File: src/rtl/sha256_padder.sv
// SHA-256 message padder: packs a byte stream into 512-bit blocks and appends
// the 0x80 marker, zero fill and 64-bit big-endian bit length.
`timescale 1ns/1ps

module sha256_padder (
  input  logic         clk,
  input  logic         rst,
  input  logic         msg_valid,
  input  logic [7:0]   msg_data,
  input  logic         msg_last,
  output logic         msg_ready,
  output logic         blk_valid,
  input  logic         blk_ready,
  output logic [511:0] block,
  output logic         blk_first,
  output logic         blk_last
);

  localparam logic [2:0] S_FILL  = 3'd0;
  localparam logic [2:0] S_PAD   = 3'd1;
  localparam logic [2:0] S_SEND  = 3'd2;
  localparam logic [2:0] S_PAD2  = 3'd3;
  localparam logic [2:0] S_SEND2 = 3'd4;

  logic [2:0]   r_state;
  logic [5:0]   r_cnt;
  logic [60:0]  r_len;
  logic [6:0]   r_n;
  logic         r_extra;
  logic [511:0] r_block;
  logic         r_blk_first;
  logic         r_blk_last;
  logic         r_msg_ready;

  logic [63:0]  w_len_bits;
  logic         w_short;
  logic         w_accept;
  logic         w_blk_hs;
  logic [511:0] w_fill_blk;
  logic [511:0] w_pad_blk;
  logic [511:0] w_pad2_blk;

  assign w_len_bits = {r_len, 3'b000};
  assign w_short    = (r_n <= 7'd55);
  assign w_accept   = msg_valid && r_msg_ready && (r_state == S_FILL);
  assign w_blk_hs   = blk_ready && ((r_state == S_SEND) || (r_state == S_SEND2));

  assign msg_ready  = r_msg_ready;
  assign blk_valid  = (r_state == S_SEND) || (r_state == S_SEND2);
  assign block      = r_block;
  assign blk_first  = r_blk_first;
  assign blk_last   = r_blk_last;

  // Per-byte next-value candidates for the fill, first-pad and extra-pad steps.
  genvar gi;
  generate
    for (gi = 0; gi < 64; gi++) begin : g_byte
      localparam logic [6:0] IDX = 7'(gi);
      logic [7:0] w_len_byte;

      if (gi >= 56) begin : g_len
        assign w_len_byte = w_len_bits[63-8*(gi-56) -: 8];
      end else begin : g_nolen
        assign w_len_byte = 8'h00;
      end

      assign w_fill_blk[511-8*gi -: 8] = (r_cnt == 6'(gi)) ? msg_data
                                                         : r_block[511-8*gi -: 8];

      assign w_pad_blk[511-8*gi -: 8] = (IDX < r_n)  ? r_block[511-8*gi -: 8] :
                                        (IDX == r_n) ? 8'h80 :
                                        w_short      ? w_len_byte : 8'h00;

      // A full 64-byte final block defers the 0x80 marker to the extra block.
      assign w_pad2_blk[511-8*gi -: 8] = ((IDX == 7'd0) && (r_n == 7'd64)) ? 8'h80
                                                                         : w_len_byte;
    end
  endgenerate

  always_ff @(posedge clk or posedge rst) begin
    if (rst) begin
      r_state     <= S_FILL;
      r_cnt       <= 6'd0;
      r_len       <= 61'd0;
      r_n         <= 7'd0;
      r_extra     <= 1'b0;
      r_block     <= 512'd0;
      r_blk_first <= 1'b1;
      r_blk_last  <= 1'b0;
      r_msg_ready <= 1'b0;
    end else begin
      case (r_state)
        S_FILL: begin
          r_msg_ready <= 1'b1;
          if (w_accept) begin
            r_block <= w_fill_blk;
            r_cnt   <= r_cnt + 6'd1;
            r_len   <= r_len + 61'd1;
            if (msg_last) begin
              r_n         <= {1'b0, r_cnt} + 7'd1;
              r_state     <= S_PAD;
              r_msg_ready <= 1'b0;
            end else if (r_cnt == 6'd63) begin
              r_blk_last  <= 1'b0;
              r_state     <= S_SEND;
              r_msg_ready <= 1'b0;
            end
          end
        end

        S_PAD: begin
          r_block    <= w_pad_blk;
          r_blk_last <= w_short;
          r_extra    <= !w_short;
          r_state    <= S_SEND;
        end

        S_SEND: begin
          if (w_blk_hs) begin
            if (r_extra) begin
              r_blk_first <= 1'b0;
              r_state     <= S_PAD2;
            end else begin
              r_cnt       <= 6'd0;
              if (r_blk_last) begin
                r_len <= 61'd0;
              end
              // Only a message's final block re-arms blk_first.
              r_blk_first <= r_blk_last;
              r_msg_ready <= 1'b1;
              r_state     <= S_FILL;
            end
          end
        end

        S_PAD2: begin
          r_block    <= w_pad2_blk;
          r_blk_last <= 1'b1;
          r_state    <= S_SEND2;
        end

        S_SEND2: begin
          if (w_blk_hs) begin
            r_cnt       <= 6'd0;
            r_len       <= 61'd0;
            r_extra     <= 1'b0;
            r_blk_first <= 1'b1;
            r_msg_ready <= 1'b1;
            r_state     <= S_FILL;
          end
        end

        default: begin
          r_state     <= S_FILL;
          r_msg_ready <= 1'b0;
        end
      endcase
    end
  end

endmodule

File: config.mk
export PLATFORM = sky130hd
export DESIGN_NAME = sha256_padder
export DESIGN_NICKNAME = d
export VERILOG_FILES = /design/src/rtl/sha256_padder.sv
export SDC_FILE = /design/constraint.sdc
export NUM_CORES = 1
export LEC_CHECK = 0
export ABC_AREA = 0
export BUFFER_PORTS_ARGS = -buffer_cell sky130_fd_sc_hd__buf_2
export CORE_UTILIZATION = 30
export DETAILED_ROUTE_END_ITERATION = 8
export PLACE_DENSITY_LB_ADDON = 0.12
export SLEW_MARGIN = 25
export SYNTH_ARGS = -nofsm -noshare
export SYNTH_HDL_FRONTEND = slang
export SYNTH_SLANG_ARGS = --single-unit
export TNS_END_PERCENT = 50
File: constraint.sdc
create_clock -name clk -period 32.9 [get_ports clk]
set_input_delay 6.58 -clock clk [delete_from_list [all_inputs] [get_ports clk]]
set_output_delay 6.58 -clock clk [all_outputs]
set_load 0.005 [all_outputs]
==> results.sh, run 1 <==
export IMPL_status="finished, final reports clean"
export IMPL_cts_buffers=72
export IMPL_r2r_start="r_state[1]"
export IMPL_start_util=0.305
export IMPL_synthCells=2167
export IMPL_power_frac_seq=0.339
export IMPL_p_clk_frac=0.211
export IMPL_rsz0062_at_grt="no"
export IMPL_pre_cts_ws_ns=22.82
export IMPL_internal_power_mw=2.27
export IMPL_routedWlPerCell_um=25.4
export IMPL_slew_viol_final=0
export IMPL_antenna_found_initial=1
export IMPL_power_density_nw_per_um2=116
export IMPL_worst_ep_arrival_time_ns=9.60
export IMPL_grt_pass1_wl_mm=144
export IMPL_drive_gt1_frac=0.429
export IMPL_synth_top_area_cell="dfrtp_1"
export IMPL_routed_wl_mm=97.5
export IMPL_synth_edff_count=0
export IMPL_dieArea_um2=88300
export IMPL_avgSynthCellArea_um2=12.1
export IMPL_overflow=0
export IMPL_nets=2666
export IMPL_yosysMostFrequentCell="dfrtp_1"
export IMPL_htreeDepth=3
export IMPL_grt_usage=0.218
export IMPL_num_antenna_cells=0
export IMPL_via_per_inst=5.16
export IMPL_hold_viol_final=0
export IMPL_syn2layout_area_growth_pct=23.1
export IMPL_startpoint_type="primary input"
export IMPL_root_buffer="clkbuf_16"
export IMPL_setup_viol_count_final=0
export IMPL_yosysUniqueCellTypes=74
export IMPL_relSlewSlack=0.267
export IMPL_ir_drop_mv=0.0460
export IMPL_final_setup_tns_ns=0
export IMPL_synth_common_cells="dfrtp_1, mux2_2, o21ai_0, a21oi_1, nand2_1"
export IMPL_hold_path_class="reg -> reg"
export IMPL_ys_ff_latch=593
export IMPL_crit_path_max_fanout=160
export IMPL_dieWidth_um=297
export IMPL_syn_area_um2=26100
export IMPL_p_switching_mw=1.45
export IMPL_finalWeightedCongestion=0.902
export IMPL_fin_ws_ns=23.95
export IMPL_fin_crit_ns=8.95
export IMPL_synth_async_reset_ratio=1.00
export IMPL_worstMarginPinSlew_ns=1.10
export IMPL_cts_tree="yes"
export IMPL_clk_latency_ns=0.63
export IMPL_drc=0
export IMPL_required_ns=33.55
export IMPL_cts_resized=0
export IMPL_cellLeakagePower_nw=14.7
export IMPL_port_buffers=528
export IMPL_ys_flop_type="dfrtp_1"
export IMPL_via_count=19800
export IMPL_clkSlewWorstSetupHoldPaths_ns=0.05
export IMPL_grt_max_degree=161
export IMPL_synth_top_cell_area_share=0.567
export IMPL_ios=529
export IMPL_die_h_um=297
export IMPL_fin_skew_ns=0.0287
export IMPL_crit_start="rst"
export IMPL_yosys_warnings=0
export IMPL_fmax_mhz=112
export IMPL_holdBufCountCts=0
export IMPL_min_from="block[302]"
export IMPL_post_cts_setup_buffer_count=0
export IMPL_clk_path_buf_depth=3
export IMPL_dr_pass1_iters=5
export IMPL_crit_type="in -> async"
export IMPL_synth_fp_nets=2185
export IMPL_dp_hpwl_mm=66.8
export IMPL_critPathCaptureType="asynchronous set/reset pin"
export IMPL_drv_cap=0
export IMPL_clock_sinks=593
export IMPL_pwr_share_comb=0.450
export IMPL_synth_area_leaders="dfrtp_1, mux2_2, o21ai_0"
export IMPL_finalCritPeriodShare=0.272
export IMPL_seq_area_frac_synth=0.568
export IMPL_grt_pass1_vias=20500
export IMPL_drtIter0Drc=1296
export IMPL_switching_share=0.390
export IMPL_placementRows=107
export IMPL_antenna_left=0
export IMPL_core_um2=85700
-- area by class of cell --
type,count,area (µm²)
multi-input combinational,1369,10500
clock buffer,102,2060
clock inverter,23,248
sequential,593,14800
tap,1144,1430
timing repair buffer,558,2890
fill,8539,53500
inverter,54,210
-- metal layers --
| layer | track usage | share of wire | vias to the layer above |
|---|---|---|---|
| li1 | - | - | 8769 |
| met1 | 0.270 | 0.40 | 10200 |
| met2 | 0.375 | 0.50 | 691 |
| met3 | 0.0505 | 0.068 | 130 |
| met4 | 0.0703 | 0.030 | 0 |
| met5 | 0 | 0 | - |
-- final timing paths --
| path | to | slack, ns | cells after the start |
|---|---|---|---|
| worst max-delay path | block[233] | 23.95 | 5 |
| worst min-delay path | block[302] | 0.47 | 2 |
| worst max register to register | block[237] | 29.26 | 5 |
| min in group asynchronous | block[390] | 6.07 | 2 |
| worst min register to register | block[302] | 0.47 | 2 |
| max in group clk | blk_valid | 24.15 | 4 |
-- cell usage in the layout (no fill, tap or decap), drive strengths merged, types with 9 or more instances in the layout --
| cell | n |
|---|---|
| clkbuf | 102 |
| o211ai | 13 |
| a21oi | 130 |
| or3 | 28 |
| nor2 | 67 |
| nand2 | 125 |
| dfrtp | 592 |
| and3 | 14 |
| clkinv | 14 |
| buf | 558 |
| nand2b | 9 |
| o31ai | 25 |
| o21ai | 191 |
| xor2 | 9 |
| nor2b | 11 |
| nor4 | 14 |
| nand4 | 32 |
| a31oi | 30 |
| nand3 | 67 |
| mux2 | 422 |
| or4 | 20 |
| inv | 58 |
| and2 | 15 |
| nor3 | 27 |
| mux2i | 40 |
-- logic make-up (layout without fill, tap and decap cells) --
kind of cell	Yosys count	in the layout	synth area share
and+or+nand+nor	450	450	0.0938
DFF	593	593	0.568
muxes	462	462	0.197
buffers and inverters	205	737	0.0325
xor gates and xnor gates	14	14	0.00469
AOI/OAI and AO/OA	438	438	0.101
adders and majority gates	5	5	0.00239
-- power by group through the flow --
stage | Sequential (mW) | Clock [mW] | Combinational (mW)
CTS | 1.26 | 0.809 | 1.71
global route | 1.30 | 0.837 | 1.80
global placement | 1.26 | 0 | 1.67
finish | 1.26 | 0.784 | 1.67
floorplan | 1.26 | 0 | 0.926
detailed placement | 1.27 | 0 | 1.70
-- critical path, stage by stage --
cell	delay (ns)
buf_2	0.13
inv_8	0.42
buf_12	0.69
buf_4	0.81
buf_6	0.68
-- through the flow --
stage	area, µm²	utilization	std cells	hold slack (ns)	power, mW
floorplan	26100	-	2167	0.473	2.19
global placement	29800	0.348	3718	0.463	2.93
detailed placement	29800	0.348	3718	0.467	2.97
CTS	32100	0.375	3843	0.479	3.78
global route	32200	0.375	3843	0.498	3.94
finish	32200	0.375	3843	0.473	3.72
-- state kept, by name, indices dropped and copies added, names as in the netlist --
name and flops:
r_extra 1, block 512, r_n 7, blk_last 1
msg_ready 1, blk_first 1, r_len 61, r_state 3
r_cnt 6
Power figures use the tool's default switching activity.
==> inputs of run 2 (changes only) <==
==> constraint.sdc (replaced) <==
create_clock -name clk -period 9 [get_ports clk]
set_input_delay 1.8 -clock clk [delete_from_list [all_inputs] [get_ports clk]]
set_output_delay 1.8 -clock clk [all_outputs]
set_load 0.005 [all_outputs]
==> run 2 against run 1 <==
  * Cell area rose by 0.85%
  * Hold slack improved by 0.0018 ns
  * Clock power rose to 3.9 times the previous value
  * Power grew to 3.7 times the previous value
  * Die area did not move
  * Critical path type is now reg -> out
  * Critical endpoint is now blk_valid
==> results.sh, run 2 (synthesized netlist as in run 1, its figures left out) <==
export IMPL_ios=529
export IMPL_largest_reg_flops=512
export IMPL_core_um2=85700
export IMPL_hold_viol_final=0
export IMPL_power_density_nw_per_um2=425
export IMPL_layout_common_cells="dfrtp_1, buf_2, mux2_2"
export IMPL_crit_type="reg -> out"
export IMPL_fin_skew_ns=0.0290
export IMPL_grt_pass1_vias=20500
export IMPL_fmax_mhz=251
export IMPL_setup_viol_count_final=0
export IMPL_fin_crit_ns=3.98
export IMPL_r2r_cells=5
export IMPL_cts_resized=0
export IMPL_overflow=0
export IMPL_grt_pass1_wl_mm=146
export IMPL_finalCritPeriodShare=0.442
export IMPL_hold_path_class="reg -> reg"
export IMPL_cellLeakagePower_nw=14.8
export IMPL_via_count=20000
export IMPL_internal_power_mw=8.47
export IMPL_worstMarginPinSlew_ns=1.06
export IMPL_post_cts_setup_buffer_count=0
export IMPL_dieWidth_um=297
export IMPL_drc=0
export IMPL_instances_no_fill=3856
export IMPL_port_buffers=528
export IMPL_pwr_share_comb=0.447
export IMPL_clkSlewWorstSetupHoldPaths_ns=0.06
export IMPL_antenna_found_initial=1
export IMPL_placementRows=107
export IMPL_dieArea_um2=88300
export IMPL_crit_start="r_state[1]"
export IMPL_rsz0062_at_grt="no"
export IMPL_antenna_left=0
export IMPL_ir_drop_mv=0.167
export IMPL_required_ns=7.20
export IMPL_crit_path_max_incr_delay_ns=0.89
export IMPL_dp_hpwl_mm=68.3
export IMPL_startpoint_type="flop"
export IMPL_routedWlPerCell_um=25.5
export IMPL_cts_tree="yes"
export IMPL_via_per_inst=5.18
export IMPL_regToRegEndpoint="block[255]"
export IMPL_dr_pass1_iters=6
export IMPL_placed_cells=3720
export IMPL_status="finished, final reports clean"
export IMPL_drive_gt1_frac=0.433
export IMPL_htreeDepth=3
export IMPL_syn2layout_area_growth_pct=24.2
export IMPL_crit_chain="xnor2_1 -> nor2_1 -> buf_4 -> buf_2"
export IMPL_holdBufCountCts=0
export IMPL_slew_viol_final=0
export IMPL_total_power_mw=13.8
export IMPL_critPathCapture="blk_valid"
export IMPL_die_h_um=297
export IMPL_root_buffer="clkbuf_16"
export IMPL_final_common_cell="dfrtp_1"
export IMPL_finalWeightedCongestion=0.891
export IMPL_nets=2670
export IMPL_power_frac_seq=0.332
export IMPL_fin_util=0.379
export IMPL_cp_slowest_cell="dfrtp_1"
export IMPL_switching_share=0.386
export IMPL_r2r_start="r_state[1]"
export IMPL_start_util=0.305
export IMPL_worst_hold_slack_ns=0.474
export IMPL_p_switching_mw=5.32
export IMPL_clk_latency_ns=0.62
export IMPL_final_fill_count=8523
export IMPL_crit_path_max_fanout=25
export IMPL_routed_wl_mm=98.3
export IMPL_drv_cap=0
export IMPL_clock_sinks=593
export IMPL_r2r_slack_ns=5.44
export IMPL_critPathCaptureType="output pin"
export IMPL_drtIter0Drc=1344
export IMPL_worst_ep_arrival_time_ns=2.18
export IMPL_relSlewSlack=0.290
export IMPL_p_clk_frac=0.221
export IMPL_cts_buffers=73
export IMPL_grt_usage=0.220
export IMPL_clk_path_buf_depth=3
export IMPL_grt_max_degree=164
-- run 2: cell types whose count changed in the layout (fill, tap and decap cells not counted), sizes merged --
cell / before / now
buf: 558 / 561
clkbuf: 102 / 107
diode: 0 / 1
bufinv: 3 / 6
clkinvlp: 2 / 3
inv: 58 / 55
clkinv: 14 / 17
-- run 2: worst max-delay path, delay by kind of cell, from the launching register on --
| family | cells | cell delay [ns] |
|---|---|---|
| buffers and inverters | 2 | 0.39 |
| and+or+nand+nor | 1 | 0.12 |
| DFF | 1 | 0.89 |
| xor gates and xnor gates | 1 | 0.18 |
-- run 2: cell type report --
class / count / area [µm²] / area share
flip-flops and latches: 593 / 14800 / 0.457
multi-input cells: 1369 / 10500 / 0.324
repair buffers: 561 / 2950 / 0.0910
clock buffers: 107 / 2170 / 0.0668
well taps: 1144 / 1430 / 0.0441
clock inverters: 27 / 347 / 0.0107
inverters: 54 / 206 / 0.00636
diodes: 1 / 2.50 / 0.0000771
-- run 2: metal layers --
metal	wire length, µm	global-route usage
met4	3150	0.0729
met3	6470	0.0567
met5	0	0
met2	49200	0.381
met1	39500	0.266
-- run 2: power by group through the flow --
stage,registers (mW),clock network (mW),logic [mW]
3_5_place_dp,4.61,0,6.27
6_report,4.58,3.05,6.16
2_1_floorplan,4.62,0,3.38
4_1_cts,4.58,3.14,6.29
3_3_place_gp,4.56,0,6.16
5_1_grt,4.74,3.26,6.64
-- run 2: worst min path at each step --
| stage | start | slack (ns) | depth (start not counted) | end |
|---|---|---|---|---|
| 3_3_place_gp | block[225] | 0.46 | 2 | block[225] |
| 3_5_place_dp | block[298] | 0.47 | 2 | block[298] |
| 5_1_grt | block[298] | 0.51 | 2 | block[298] |
| 4_1_cts | block[298] | 0.48 | 2 | block[298] |
| 6_report | block[55] | 0.47 | 2 | block[55] |
| 2_1_floorplan | block[168] | 0.47 | 2 | block[168] |
-- run 2: stage by stage --
step	setup WS, ns	setup TNS [ns]	cell area (µm²)
final	5.02	0	32400
after global routing	4.82	0	32400
after CTS	4.98	0	32400
after detailed placement	4.55	0	29900
after global placement	4.62	0	29800
after floorplan	-0.884	-523.62	26100
==> inputs of run 3 (changes only) <==
==> constraint.sdc (replaced) <==
create_clock -name clk -period 3.25 [get_ports clk]
set_input_delay 0.65 -clock clk [delete_from_list [all_inputs] [get_ports clk]]
set_output_delay 0.65 -clock clk [all_outputs]
set_load 0.005 [all_outputs]
==> run 3 against run 2 <==
  * Register-to-register slack got worse by 5.1 ns
  * Sequential power increased to 2.8 times the previous value
  * Sequential share of layout area decreased by 1.2 points
  * Core utilization grew 1.0 points
==> results.sh, run 3 (synthesized netlist as in run 1, its figures left out) <==
export IMPL_required_ns=3.81
export IMPL_r2r_slack_ns=0.36
export IMPL_finalCritPeriodShare=0.889
export IMPL_clock_sinks=593
export IMPL_core_um2=85700
export IMPL_antenna_found_initial=4
export IMPL_layout_common_cells="dfrtp_1, buf_2, mux2_2"
export IMPL_critPathCapture="block[255]"
export IMPL_ios=529
export IMPL_wl_met1_mm=41.4
export IMPL_cts_buffers=72
export IMPL_grt_pass1_vias=20900
export IMPL_hold_path_class="in -> async"
export IMPL_critPathCaptureType="flop"
export IMPL_ir_drop_mv=0.476
export IMPL_rsz0062_at_grt="no"
export IMPL_startpoint_type="flop"
export IMPL_drv_cap=0
export IMPL_port_buffers=528
export IMPL_start_util=0.305
export IMPL_placementRows=107
export IMPL_placed_cells=3831
export IMPL_dp_hpwl_mm=72.7
export IMPL_final_area_um2=33300
export IMPL_drive_gt1_frac=0.453
export IMPL_post_cts_setup_buffer_count=0
export IMPL_routedWlPerCell_um=25.4
export IMPL_crit_start="r_state[0]"
export IMPL_syn2layout_area_growth_pct=27.5
export IMPL_worst_ep_arrival_time_ns=3.45
export IMPL_largest_reg_flops=512
export IMPL_cts_resized=0
export IMPL_regToRegEndpoint="block[255]"
export IMPL_drtIter0Drc=1273
export IMPL_clkSlewWorstSetupHoldPaths_ns=0.06
export IMPL_power_density_nw_per_um2=1170
export IMPL_holdBufCountCts=0
export IMPL_cts_tree="yes"
export IMPL_fin_util=0.389
export IMPL_grt_usage=0.226
export IMPL_routed_wl_met2_mm=49.7
export IMPL_grt_max_degree=87
export IMPL_dieWidth_um=297
export IMPL_cellLeakagePower_nw=15.4
export IMPL_instances_no_fill=3964
export IMPL_r2r_start="r_state[0]"
export IMPL_die_h_um=297
export IMPL_relSlewSlack=0.328
export IMPL_dr_pass1_iters=6
export IMPL_slew_viol_final=0
export IMPL_status="finished, final reports clean"
export IMPL_setup_viol_count_final=0
export IMPL_crit_type="reg -> reg"
export IMPL_dieArea_um2=88300
export IMPL_highest_layer="met5"
export IMPL_placed_cell_area_um2=30800
export IMPL_overflow=0
export IMPL_register_area_um2=14800
export IMPL_clk_latency_ns=0.62
export IMPL_nets=2779
export IMPL_clk_path_buf_depth=3
export IMPL_worstMarginPinSlew_ns=1.01
export IMPL_hold_viol_final=0
export IMPL_drc=0
export IMPL_crit_path_max_fanout=16
export IMPL_via_per_inst=5.11
export IMPL_finalWeightedCongestion=0.940
export IMPL_grt_pass1_wl_mm=149
export IMPL_multi_input_area_um2=10500
export IMPL_antenna_left=0
export IMPL_fin_crit_ns=2.89
export IMPL_final_common_cell="dfrtp_1"
export IMPL_r2r_cells=6
export IMPL_root_buffer="clkbuf_16"
export IMPL_via_count=20200
export IMPL_fin_skew_ns=0.0183
export IMPL_met3WireLength_mm=6.49
export IMPL_total_power_mw=38.8
export IMPL_htreeDepth=3
export IMPL_routed_wl_mm=101
export IMPL_fmax_mhz=346
export IMPL_final_fill_count=8500
run 3: report_power, final:
| group | internal [mW] | switching (mW) | leakage (nW) |
|---|---|---|---|
| registers | 10.8 | 1.74 | 7.32 |
| logic | 8.08 | 9.81 | 6.84 |
| clock network | 4.97 | 3.40 | 1.20 |
| total | 23.9 | 15.0 | 15.4 |
run 3: metrics by stage:
stage / hold WS [ns] / TNS, ns / worst slack, ns
2_1_floorplan: 0.473 / -3250.03 / -5.48
3_3_place_gp: 0.463 / 0 / 0.436
3_5_place_dp: 0.466 / 0 / 0.444
4_1_cts: 0.101 / 0 / 0.434
5_1_grt: 0.123 / 0 / 0.306
6_report: 0.118 / 0 / 0.360
run 3: worst min path at each step:
stage / start / endpoint / slack (ns) / cells after the start
final: rst / block[390] / 0.12 / 2
after global routing: rst / block[390] / 0.12 / 2
after CTS: rst / block[390] / 0.10 / 2
after detailed placement: block[174] / block[174] / 0.47 / 2
after global placement: block[172] / block[172] / 0.46 / 2
after floorplan: block[168] / block[168] / 0.47 / 2
run 3: layer usage:
metal	track usage	vias to the layer above
met5	0	-
met4	0.0681	6
met3	0.0545	156
met2	0.384	628
met1	0.282	10500
li1	-	8992
run 3: cell type report:
| cell class | instances | share of cell area |
|---|---|---|
| antenna | 1 | 0.0000751 |
| clock buffer | 102 | 0.0608 |
| clock inverter | 30 | 0.0129 |
| inverter | 54 | 0.00620 |
| multi-input combinational | 1369 | 0.315 |
| sequential | 593 | 0.446 |
| tap | 1144 | 0.0430 |
| timing repair buffer | 671 | 0.117 |
run 3: worst max-delay path: stages (launching register included):
cell and delay, ns:
dfrtp_1 0.35, buf_4 0.22, nor3b_4 0.66, buf_4 0.37, nand3_1 0.39, o311ai_1 0.63
o21a_1 0.20
